===== src/rtl/prog_sequencer.sv =====
// prog_sequencer
//   Run controller that walks the 8-bit core through a fixed list of programs
//   held in instruction ROM. For each program it pulses the fetch unit's Start
//   with the program's start address, counts RUN cycles until the core decodes
//   a halt (or the cycle budget expires), then moves on to the next program.
//
// Parameters
//   NUM_PROGS  : number of programs run in sequence (1..4)
//   START_HOLD : cycles Start is held high per program (>=1)
//   MAX_CYCLES : per-program RUN cycle budget (1..16'hFFFF)
//
// Ports
//   CLK        in   clock, all state on posedge
//   Reset      in   asynchronous active-high reset
//   Go         in   begin the sequence (sampled in IDLE/DONE only)
//   StartAddrs in   start address table, program i at [8i+7:8i]
//   Halt       in   core halt decode (sampled in RUN only)
//   Start      out  fetch Start, registered
//   Start_Addr out  fetch Start_Addr, held from START through RUN
//   ProgIdx    out  index of the active or last program
//   Busy       out  high in START, RUN and NEXT
//   ProgDone   out  one-cycle pulse when a program ends
//   Done       out  high in DONE
//   CycleCount out  RUN cycles of the current or last program
//   TimedOut   out  sticky, set when any program hits MAX_CYCLES

module prog_sequencer #(
  parameter int unsigned NUM_PROGS  = 3,
  parameter int unsigned START_HOLD = 2,
  parameter logic [15:0] MAX_CYCLES = 16'd4096
) (
  input  logic                   CLK,
  input  logic                   Reset,
  input  logic                   Go,
  input  logic [8*NUM_PROGS-1:0] StartAddrs,
  input  logic                   Halt,
  output logic                   Start,
  output logic [7:0]             Start_Addr,
  output logic [1:0]             ProgIdx,
  output logic                   Busy,
  output logic                   ProgDone,
  output logic                   Done,
  output logic [15:0]            CycleCount,
  output logic                   TimedOut
);

  typedef enum logic [2:0] {
    S_IDLE,
    S_START,
    S_RUN,
    S_NEXT,
    S_DONE
  } state_e;

  localparam int unsigned HW        = (START_HOLD > 1) ? $clog2(START_HOLD) : 1;
  localparam logic [HW-1:0] HOLD_LAST = HW'(START_HOLD - 1);
  localparam logic [1:0]    LAST_IDX  = 2'(NUM_PROGS - 1);

  state_e         state_q, state_d;
  logic [HW-1:0]  hold_q, hold_d;
  logic           start_q, start_d;
  logic [7:0]     addr_q, addr_d;
  logic [1:0]     idx_q, idx_d;
  logic           busy_q, busy_d;
  logic           pd_q, pd_d;
  logic           done_q, done_d;
  logic [15:0]    cnt_q, cnt_d;
  logic           to_q, to_d;

  logic [31:0]    addr_tbl;
  logic [1:0]     idx_next;
  logic [15:0]    cnt_inc;

  // Table widened to four entries so the next-index lookup never selects
  // outside the vector; unused entries read as zero and are never reached.
  assign addr_tbl = 32'(StartAddrs);
  assign idx_next = idx_q + 2'd1;
  assign cnt_inc  = cnt_q + 16'd1;

  always_comb begin
    state_d = state_q;
    hold_d  = hold_q;
    start_d = start_q;
    addr_d  = addr_q;
    idx_d   = idx_q;
    pd_d    = 1'b0;
    cnt_d   = cnt_q;
    to_d    = to_q;

    case (state_q)
      S_IDLE, S_DONE: begin
        if (Go) begin
          state_d = S_START;
          idx_d   = '0;
          addr_d  = addr_tbl[7:0];
          start_d = 1'b1;
          to_d    = 1'b0;
          hold_d  = '0;
        end
      end

      S_START: begin
        // Halt is ignored here: the PC is still being loaded.
        if (hold_q == HOLD_LAST) begin
          state_d = S_RUN;
          start_d = 1'b0;
          cnt_d   = '0;
        end else begin
          hold_d = hold_q + 1'b1;
        end
      end

      S_RUN: begin
        cnt_d = cnt_inc;
        // Halt has priority over the budget on the same edge.
        if (Halt || (cnt_inc == MAX_CYCLES)) begin
          pd_d = 1'b1;
          if (!Halt) begin
            to_d = 1'b1;
          end
          state_d = (idx_q == LAST_IDX) ? S_DONE : S_NEXT;
        end
      end

      S_NEXT: begin
        state_d = S_START;
        idx_d   = idx_next;
        addr_d  = addr_tbl[{idx_next, 3'b000} +: 8];
        start_d = 1'b1;
        hold_d  = '0;
      end

      default: begin
        state_d = S_IDLE;
      end
    endcase

    busy_d = (state_d == S_START) || (state_d == S_RUN) || (state_d == S_NEXT);
    done_d = (state_d == S_DONE);
  end

  always_ff @(posedge CLK or posedge Reset) begin
    if (Reset) begin
      state_q <= S_IDLE;
      hold_q  <= '0;
      start_q <= 1'b0;
      addr_q  <= '0;
      idx_q   <= '0;
      busy_q  <= 1'b0;
      pd_q    <= 1'b0;
      done_q  <= 1'b0;
      cnt_q   <= '0;
      to_q    <= 1'b0;
    end else begin
      state_q <= state_d;
      hold_q  <= hold_d;
      start_q <= start_d;
      addr_q  <= addr_d;
      idx_q   <= idx_d;
      busy_q  <= busy_d;
      pd_q    <= pd_d;
      done_q  <= done_d;
      cnt_q   <= cnt_d;
      to_q    <= to_d;
    end
  end

  assign Start      = start_q;
  assign Start_Addr = addr_q;
  assign ProgIdx    = idx_q;
  assign Busy       = busy_q;
  assign ProgDone   = pd_q;
  assign Done       = done_q;
  assign CycleCount = cnt_q;
  assign TimedOut   = to_q;

endmodule


===== config.mk =====
export PLATFORM = sky130hd
export DESIGN_NAME = prog_sequencer
export DESIGN_NICKNAME = d
export VERILOG_FILES = /design/src/rtl/prog_sequencer.sv
export SDC_FILE = /design/constraint.sdc
export NUM_CORES = 1
export LEC_CHECK = 0
export ABC_CLOCK_PERIOD_IN_PS = 2000
export CORE_AREA = 5 5 79 81
export CTS_CLUSTER_SIZE = 14
export DETAILED_ROUTE_END_ITERATION = 16
export DIE_AREA = 0 0 84 86
export DONT_BUFFER_PORTS = 1
export PLACE_DENSITY = 0.51
export REMOVE_ABC_BUFFERS = 1
export SKIP_LAST_GASP = 1
export SLEW_MARGIN = 20
export SYNTH_ARGS = -nofsm -noshare
export SYNTH_HDL_FRONTEND = slang
export SYNTH_SLANG_ARGS = --single-unit

===== constraint.sdc =====
create_clock -name CLK -period 2 [get_ports CLK]
set_clock_uncertainty 0.1 [all_clocks]
set_input_delay 0.2 -clock CLK [delete_from_list [all_inputs] [get_ports CLK]]
set_output_delay 0.2 -clock CLK [all_outputs]
set_load 0.01 [all_outputs]

Word level (Yosys, flattened, before mapping) --
Index checks and enable logic that the tools add are counted.
Word-level totals: flip-flop bits (word level) 35, input port bits 28, output and inout port bits 31, word-level logic and storage cells 64
Cells by class: add/subtract/negate cells 3, eq/ne operators 14, shift operators 1, mux-type cells 22, reduce and logical (&&, ||, !) cells 14
Operator list (count):
- $pmux 16 s2 | 1
- $shiftx 32x6->8 | 1
- $add 16x1->16 const B | 1
- $eq 16x13->1 const B | 1
- $mux 16 | 1
- $pmux 8 s2 | 1
- $eq 3x2->1 const B | 4
- $mux 3 | 4
- $pmux 3 s4 | 1
- $mux 1 | 8
- $mux 8 | 1
- $ne 2x2->1 const B | 4
- $eq 3x1->1 const B | 2
- $eq 3x3->1 const B | 2
- $pmux 1 s3 | 2
- $reduce_and 2->1 | 3
- $reduce_bool 2->1 | 3
- $pmux 2 s2 | 1
- $reduce_and 4->1 | 1
- $logic_not 3->1 | 1
- $logic_or 1x1->1 | 3
- $reduce_and 3->1 | 1
- $reduce_bool 3->1 | 1
- $add 2x1->2 const B | 1
- other kinds (5) | 5

Depth between registers and ports, before layout --
Gate-level depths: netlist of run 1.
depth after elaboration 8, mapped depth 8, mapped depth without buffers 7

Worst setup path before layout of run 1 --
No wires, ideal clock.
path type register -> register, from register cnt_q[0] (netlist: CycleCount[0]), to register busy_q (netlist: Busy), library setup time 124 ps, data arrival time 2015 ps, data required time 1776 ps, path slack -238 ps, stages on the path, launching flop included 8, path buffers 0, period minus slack after synthesis 2238 ps, cell sequence dfrtp_1 > ha_1 > nand2_1 > nor4_1 > xor2_1 > a221oi_2 > nand4b_4 > a211o_1
Between the ends: word-level cells in the longest chain between the ends 8, elaborated cells on any way between the ends 10, classes of those cells add/sub: 1; eq/ne: 4; mux: 2; reduce/logical: 3
Ends and longest elaborated chain:
- start: declaration | line 67 | logic [15:0] cnt_q, cnt_d;
- start signal: assignment | line 163 | cnt_q <= cnt_d;
- $add 16x1->16 * | line 78 | assign cnt_inc = cnt_q + 16'd1;
- $eq 16x13->1 * | line 116 | if (Halt || (cnt_inc == MAX_CYCLES)) begin
- $logic_or 1x1->1 * | line 116
- $mux 3 * | line 116
- $pmux 3 s4 * | line 90 | case (state_q)
- $eq 3x1->1 or $eq 3x2->1 (tied branches) | line 138 | busy_d = (state_d == S_START) || (state_d == S_RUN) || (state_d == S_NEXT);
- $logic_or 1x1->1 | line 138
- $logic_or 1x1->1 * | line 138
- named net busy_d | line 64 | logic busy_q, busy_d;
- end signal: assignment | line 160 | busy_q <= busy_d;
- end: declaration | line 64
Mark *: on every way through the listed nets, which the timed path passes. The rest lies on a longest branch. A chain may end at the register's enable or synchronous reset.

Final worst setup path of run 1 --
Same ends and word-level chain as after synthesis.

==> results of run 1 <==
kinds of logic after synthesis:
group	after synthesis	synth area share (%)
flip-flops	35	41.8
XOR/XNOR	7	2.93
buffers and inverters	23	4.78
AND/OR/NAND/NOR	108	26.8
adder cells (fa/ha/maj)	2	1.19
AO/OA/AOI/OAI	73	22.5
worst max-delay path by stage:
| stage | from | endpoint | cells after the start |
|---|---|---|---|
| after floorplan | CycleCount[0]$_DFFE_PP0P_ | state_q[1]$_DFF_PP0_ | 7 |
| after global placement | CycleCount[0]$_DFFE_PP0P_ | Busy$_DFF_PP0_ | 7 |
| after detailed placement | CycleCount[0]$_DFFE_PP0P_ | Busy$_DFF_PP0_ | 7 |
| after CTS | CycleCount[0]$_DFFE_PP0P_ | Busy$_DFF_PP0_ | 7 |
| after global routing | CycleCount[6]$_DFFE_PP0P_ | state_q[1]$_DFF_PP0_ | 7 |
| final | CycleCount[0]$_DFFE_PP0P_ | Busy$_DFF_PP0_ | 7 |
metal layers:
| layer | GRT usage, % | vias up | wire, µm | part of all wire [%] |
|---|---|---|---|---|
| li1 | - | 979 | - | - |
| met2 | 29.1 | 59 | 2910 | 48 |
| met5 | 0 | - | 0 | 0 |
| met4 | 4.68 | 0 | 56 | 0.92 |
| met1 | 20.5 | 954 | 2660 | 44 |
| met3 | 5.96 | 5 | 448 | 7.4 |
cell usage after synthesis (all sizes together) (4+ instances only):
cell type / instances / area share, %
o31ai: 9 / 3.2
buf: 5 / 1.6
inv: 5 / 0.90
nand3: 16 / 4.1
nand2: 40 / 7.2
o21ai: 28 / 6.7
a222oi: 7 / 3.3
a21oi: 15 / 3.6
nand4: 4 / 1.5
clkbuf: 13 / 2.3
nor2: 23 / 4.1
dfrtp: 35 / 42
xor2: 5 / 2.1
registers in the layout (all words and copies together), names as in the netlist:
name / flops
hold_q: 1
Done: 1
Start: 1
state_q: 3
Start_Addr: 8
TimedOut: 1
ProgIdx: 2
ProgDone: 1
Busy: 1
CycleCount: 16
what timing repair did:
action / in CTS / in global routing
hold endpoints to repair: 40 / 0
pin swaps: 10 / 6
setup endpoints to repair: 13 / 9
hold buffers: 2 / 0
resized for setup: 19 / 2
setup buffers: 3 / 2
where the power goes:
group | switching, mW | internal (mW) | total [mW]
logic | 0.799 | 0.548 | 1.35
clock network | 0.264 | 0.313 | 0.578
registers | 0.192 | 0.894 | 1.09
final cells by class:
cell class              instances  area, µm²  area share, %
clock buffers                   7       96.3           3.55
inverters                       5       18.8          0.692
multi-input cells             190       1230           45.2
flip-flops and latches         35        877           32.3
well taps                      72       90.1           3.32
repair buffers                 51        395           14.6
clock inverters                 1       7.51          0.277
worst max-delay path: stages (launching register included):
cell and delay (ns):
dfrtp_1 0.42, buf_6 0.12, and3_4 0.19, nand4_4 0.10
nand4bb_4 0.24, a221oi_4 0.31, nand4b_4 0.18, a211o_1 0.30
per-stage QoR:
stage / utilization (%) / instances
6_report: 50.2 / 361
5_1_grt: 50.2 / 361
4_1_cts: 49.8 / 359
3_5_place_dp: 45.0 / 346
3_3_place_gp: 45.0 / 346
2_1_floorplan: - / 230
==> flow_summary_export.csv, run 1 <==
group,metric,value,unit
worst_hold_path,hold_depth,2,
floorplan,std_cell_rows,27,
sta,whs,0.0382,ns
layout,design_area,0.00271,mm²
global_routing,first_global_vias,1943,
worst_setup_path,cp.required,2.08,ns
logic_synthesis,syn_avg_cell_area,8.45,µm²
placement,gp_congestion,0.859,
layout,area_growth,29.5,%
worst_setup_path,r2r_start,"CycleCount[0]$_DFFE_PP0P_",
run_status,violations,"negative setup slack",
clocking,clock_latency,0.29,ns
worst_setup_path,path_max_fanout,7,
sta,worst_slew_pin_slew,0.670,ns
route,num_vias,1997,
clocking,cts.path.max_buffers,2,
route,via_per_inst,5.53,
layout,antennaDiodeCount,0,
clocking,clock_sinks,35,
power_and_ir_drop,power,3.01,mW
global_routing,antenna_found_initial,0,
route,drt_wl_total,6.07,mm
logic_synthesis,syn-cell-area,0.00209,mm²
global_routing,grt_overflow,0,
placement,place_area,0.00243,mm²
run_status,status,"finished, violations left",
floorplan,chipHeight,86,µm
power_and_ir_drop,power_leakage,1.19,nW
logic_synthesis,syn_inst,248,
floorplan,floorplan.initialDensity,38.8,%
worst_setup_path,critPathLaunchType,"flip-flop",
global_routing,grt_max_degree,36,
sta,hold_viol,0,
clocking,path_clk_slew,0.07,ns
sta,finalCritPeriodShare,104,%
worst_setup_path,critPathKind,"flip-flop to flip-flop",
route,drtPass1Iterations,4,
sta,tns,-0.241,ns
clocking,h-tree-depth,2,
worst_setup_path,arrival,2.16,ns
sta,max_freq,482,MHz
worst_setup_path,rrSetupSlack,-0.08,ns
clocking,cts_tree,"done",
logic_synthesis,synth_enable_flop_cells,0,
clocking,cts_buffers,5,
power_and_ir_drop,peakVddDrop,0.447,mV
global_routing,grt_usage,17.0,%
power_and_ir_drop,p_per_area,1110,mW/mm²
layout,num-nets-final,318,
logic_synthesis,ys_ff_latch,35,
placement,dp.final_hpwl,4.30,mm
layout,final_cell_mix,"buf_4 (47), nand2_1 (39), dfrtp_1 (34), o21ai_0 (27), nor2_1 (22)",
logic_synthesis,synth_cell_types,42,
layout,fillCellCount,524,
route,drc_errors,0,
sta,setup_violations,4,
logic_synthesis,yosysSeqAreaShare,41.8,%
worst_setup_path,r2r_cells,7,
floorplan,core,0.00541,mm²
floorplan,dieArea,0.00722,mm²
logic_synthesis,yosysWarningCount,0,
worst_hold_path,hold_start,"StartAddrs[4]",
floorplan,die_w,84,µm
placement,port_buffers,0,
worst_hold_path,hold_end,"Start_Addr[4]$_DFFE_PP0P_",
route,ant_nets,0,
sta,rsz0062_at_grt,"yes",
sta,timing.final.ws_setup,-0.0759,ns
layout,drive_above_1_share,27.7,%
logic_synthesis,async_reset_ff_share,100,%
global_routing,grt_pass1_wl,9.91,mm
floorplan,io_pins,59,
worst_setup_path,crit_path_end_kind,"flip-flop",
flow_run,drv_cap,0,
route,wl_per_cell,16.8,µm
placement,pre_cts_ws,-0.127,ns
sta,fin_crit,2.08,ns
clocking,ctsRootBufferMaster,"clkbuf_8",
layout,final_common_cell,"buf_4",
sta,slew_violations,0,
sta,slew_headroom,55.3,%
route,initialDrtViolationCount,117,
worst_hold_path,worst_hold_path_type,"input port to flip-flop",
worst_setup_path,r2r-end,"Busy$_DFF_PP0_",
logic_synthesis,synth_flop_cell,"dfrtp_1",
Note: power is estimated with default switching activity, not from simulation.
==> run 2: changes to the inputs <==
--- a/config.mk
+++ b/config.mk
@@ -11,6 +11,7 @@
 export DETAILED_ROUTE_END_ITERATION = 16
 export DIE_AREA = 0 0 84 86
 export DONT_BUFFER_PORTS = 1
+export GPL_ROUTABILITY_DRIVEN = 0
 export PLACE_DENSITY = 0.51
 export REMOVE_ABC_BUFFERS = 1
 export SKIP_LAST_GASP = 1
==> results of run 2 <==
Final layout, timing and power as in run 1 (identical DEF).
